**src/rtl/input_debouncer.sv**
```systemverilog
// input_debouncer: synchronise and debounce raw input A into A_level with rise/fall strobes; A_toggle register only when TOGGLE_OUT_EN is defined
module input_debouncer #(
  parameter int SYNC_STAGES     = 2,
  parameter int DEBOUNCE_CYCLES = 16,
  parameter bit INIT_LEVEL      = 1'b0
) (
  input  logic clk,
  input  logic rst_n,
  input  logic A,
  output logic A_level,
  output logic A_rise,
  output logic A_fall,
  output logic A_toggle
);
  localparam int CNT_W = $clog2(DEBOUNCE_CYCLES + 1);
  localparam logic [CNT_W-1:0] LAST = CNT_W'(DEBOUNCE_CYCLES - 1);
  typedef enum logic {STABLE, COUNT} state_t;
  state_t state, state_nx;
  logic [SYNC_STAGES-1:0] sync;
  logic [CNT_W-1:0] cnt, cnt_nx;
  logic s, diff, accept;
  assign s = sync[SYNC_STAGES-1];
  assign diff = s != A_level;
  always_ff @(posedge clk or negedge rst_n)
    if (!rst_n) sync <= {SYNC_STAGES{INIT_LEVEL}};
    else sync <= {sync[SYNC_STAGES-2:0], A};
  always_comb begin
    accept = diff && (state == STABLE ? DEBOUNCE_CYCLES == 1 : cnt >= LAST);
    state_nx = diff && !accept ? COUNT : STABLE;
    cnt_nx = state_nx == STABLE ? '0 : state == COUNT ? cnt + 1'b1 : CNT_W'(1);
  end
  always_ff @(posedge clk or negedge rst_n)
    if (!rst_n) begin
      state   <= STABLE;
      cnt     <= '0;
      A_level <= INIT_LEVEL;
      A_rise  <= 1'b0;
      A_fall  <= 1'b0;
    end else begin
      state   <= state_nx;
      cnt     <= cnt_nx;
      A_level <= accept ? s : A_level;
      A_rise  <= accept & s;
      A_fall  <= accept & ~s;
    end
`ifdef TOGGLE_OUT_EN
  always_ff @(posedge clk or negedge rst_n)
    if (!rst_n) A_toggle <= 1'b0;
    else A_toggle <= A_toggle ^ A_rise;
`else
  assign A_toggle = 1'b0;
`endif
endmodule

```
**config.mk**
```make
export PLATFORM = sky130hd
export DESIGN_NAME = input_debouncer
export DESIGN_NICKNAME = d
export VERILOG_FILES = /design/src/rtl/input_debouncer.sv
export SDC_FILE = /design/constraint.sdc
export NUM_CORES = 1
export LEC_CHECK = 0
export ABC_AREA = 1
export BUFFER_PORTS_ARGS = -buffer_cell sky130_fd_sc_hd__buf_2
export CAP_MARGIN = 20
export CORE_AREA = 2 2 39 41
export DETAILED_ROUTE_END_ITERATION = 6
export DIE_AREA = 0 0 41 43
export GPL_TIMING_DRIVEN = 0
export HOLD_SLACK_MARGIN = 0.02
export PLACE_DENSITY_LB_ADDON = 0.12
export SETUP_SLACK_MARGIN = 0.02
export SLEW_MARGIN = 20
export SYNTH_ARGS = -nofsm -noshare
export SYNTH_HDL_FRONTEND = slang
export SYNTH_SLANG_ARGS = --single-unit
```
**constraint.sdc**
```tcl
create_clock -name clk -period 2 [get_ports clk]
set_clock_uncertainty 0.2 [all_clocks]
set_input_delay 0.4 -clock clk [delete_from_list [all_inputs] [get_ports clk]]
set_output_delay 0.4 -clock clk [all_outputs]
set_load 0.005 [all_outputs]
```
==> results.json <==
{
  "status": "completed",
  "ctsHtreeMaxLevel": 1,
  "nets": 61,
  "die_w_um": 41,
  "synth-seq-cells": 11,
  "clk_latency_ps": 270,
  "final.fill_count": 139,
  "grt_first_pass_wirelength_um": 1200,
  "ys_warn_count": 0,
  "yosysSeqAreaShare_pct": 61.6,
  "cp_max_fo": 4,
  "p_seq_share_pct": 57.9,
  "power_frac_comb_pct": 4.6,
  "synthXorXnorAreaFrac_pct": 3.92,
  "postCtsSetupBuffers": 0,
  "cts_tree": "yes",
  "synth-compound-area-share_pct": 0,
  "power.density_mw_per_mm2": 761,
  "worst_ir_drop_vdd_uv": 258,
  "drc_errors": 0,
  "die-height_um": 43,
  "arrival_ps": 1740,
  "clock.fmax_mhz": 577,
  "dp_hpwl_um": 519,
  "clockPowerShare_pct": 37.4,
  "core.rowCount": 14,
  "critPathKind": "reg2reg",
  "cts.sinks": 11,
  "final.setup.tns_ps": 0,
  "drive_gt1_share_pct": 18.2,
  "hold_slack_ps": 30.0,
  "min_period_ps": 1730,
  "design_area_um2": 528,
  "synth.cell_area_um2": 447,
  "initial_utilization_pct": 32.3,
  "synth_simple_gate_area_share_pct": 21.3,
  "syn_nets": 50,
  "cts-root-buf": "clkbuf_4",
  "maxCapViolCount": 0,
  "drv_slew": 0,
  "place_congestion": 0.688,
  "grt_setup_unrepaired": "false",
  "synth_top_family_by_area": "simple AND/OR/NAND/NOR gates",
  "setup_viol_count_final": 0,
  "fp.dieArea_mm2": 0.00176,
  "ctsResizeCount": 0,
  "slowest_stage": "dfrtp_1",
  "cts.clk_slew.worst_paths_ps": 70,
  "crit_required_ps": 2000,
  "cts_buffers": 3,
  "power_mw": 0.402,
  "placed_area_um2": 492,
  "ios": 7,
  "period_share_pct": 86.7,
  "grt_overflow": 0,
  "synth.distinct_cells": 13,
  "via_per_inst": 4.41,
  "cts_hold_buf": 1,
  "antenna_found_initial": 0,
  "p_leak_nw": 0.290,
  "portBuffers": 5,
  "grt_pass1_vias": 318,
  "syn_avg_cell_area_um2": 9.93,
  "firstDrtPassIters": 4,
  "synthAdderAreaFrac_pct": 5.60,
  "slowest_delay_ps": 410,
  "wl_per_cell_um": 9.35,
  "grt_util_all_layers_pct": 10.8,
  "synthMuxAreaShare_pct": 0,
  "hold_viol": 0,
  "startpoint_type": "flop",
  "via_count": 313,
  "worstPathCellList": "ha_1, and3_1, ha_1, nor2_1, nand2_1, nand2_2, nand2_1, nor2_1",
  "power.switching_mw": 0.0885,
  "power.share.switching_pct": 22.0,
  "drt_iter0_markers": 4,
  "critPathCaptureType": "flop",
  "p_int_mw": 0.313,
  "postRouteWirelength_um": 664,
  "grt_start_max_net_pins": 12,
  "max-clock-path-buffers": 2,
  "antennaDiodeCount": 0,
  "drtAntennaViolNets": 0,
  "syn_inst": 45,
  "core-area_mm2": 0.00138,
  "hold_path.class": "in2reg",
  "areaGrowthSynthToFinish_pct": 18.2
}
[kinds of logic (layout without fill, tap and decap cells)]
family                   count (synthesis)  in the layout
AND/OR/NAND/NOR                         22             22
flip-flops                              11             11
buffers and inverters                    7             17
adder cells (fa/ha/maj)                  2              2
XOR/XNOR                                 2              2
other                                    1              1
[critical path: cells and delay by family (launching register included)]
kind	cells	cell delay, ps
AND/OR/NAND/NOR	6	640
adder cells (fa/ha/maj)	2	400
flip-flops	1	410
[layout by cell type, fill, tap and decap left out]
master,instances
inv_1,6
buf_2,5
nand2_2,1
nand4_1,2
nand2_1,8
clkbuf_1,1
clkbuf_4,3
dfrtp_1,11
buf_4,1
ha_1,2
and3_1,1
xnor2_1,1
xor2_1,1
dlygate4sd3_1,1
nand3_1,2
conb_1,1
nor2_1,8
[stage by stage]
step | instances | utilization (%) | worst slack, ps
2_1_floorplan | 45 | - | 389
3_3_place_gp | 66 | 35.5 | 261
3_5_place_dp | 66 | 35.5 | 266
4_1_cts | 71 | 38.2 | 252
5_1_grt | 71 | 38.2 | 101
6_report | 71 | 38.2 | 266
[sequential cells by signal (all words and copies together), names as in the netlist]
signal / count
A_fall: 1
cnt: 5
A_level: 1
state: 1
sync: 2
A_rise: 1
[cells in the mapped netlist]
| library cell | count | area share (%) |
|---|---|---|
| conb_1 | 1 | 0.84 |
| nand2_2 | 1 | 1.4 |
| and3_1 | 1 | 1.4 |
| nand2_1 | 8 | 6.7 |
| xor2_1 | 1 | 2.0 |
| dfrtp_1 | 11 | 62 |
| ha_1 | 2 | 5.6 |
| xnor2_1 | 1 | 2.0 |
| buf_4 | 1 | 1.7 |
| inv_1 | 6 | 5.0 |
| nor2_1 | 8 | 6.7 |
| nand4_1 | 2 | 2.8 |
| nand3_1 | 2 | 2.2 |
[layer usage]
metal	routed length [um]	part of all wire, %	up-vias	track usage [%]
met2	303	46	9	15.9
met3	52	7.8	3	3.14
met5	0	0	-	0
met1	283	43	145	11.5
met4	25	3.8	0	10.0
li1	-	-	156	-
[power by group through the flow]
stage	Clock (mW)	Combinational, mW	Sequential (mW)
global placement	0	0.0174	0.237
detailed placement	0	0.0177	0.237
global route	0.170	0.0228	0.234
floorplan	0	0.0103	0.236
finish	0.150	0.0186	0.233
CTS	0.155	0.0192	0.233
[worst paths after layout]
kind,from,end,slack (ps),cells past startpoint
max in group asynchronous,rst_n,state,1080,2
setup reg to reg,cnt[0],cnt[0],270,8
setup / recovery,cnt[0],cnt[0],270,8
hold / removal,A,sync[0],30,1
hold reg to reg,sync[0],sync[1],160,0
min in group asynchronous,rst_n,cnt[4],320,2
[cell type report]
cell class | count | area (um^2) | share of cell area (%)
plain buffers | 1 | 7.51 | 1.42
inverters | 6 | 22.5 | 4.27
clock buffers | 4 | 26.3 | 4.98
well taps | 16 | 20.0 | 3.79
multi-input cells | 27 | 141 | 26.8
flip-flops and latches | 11 | 275 | 52.1
repair buffers | 6 | 35.0 | 6.64
No activity file was read; power rests on OpenSTA's default activity.
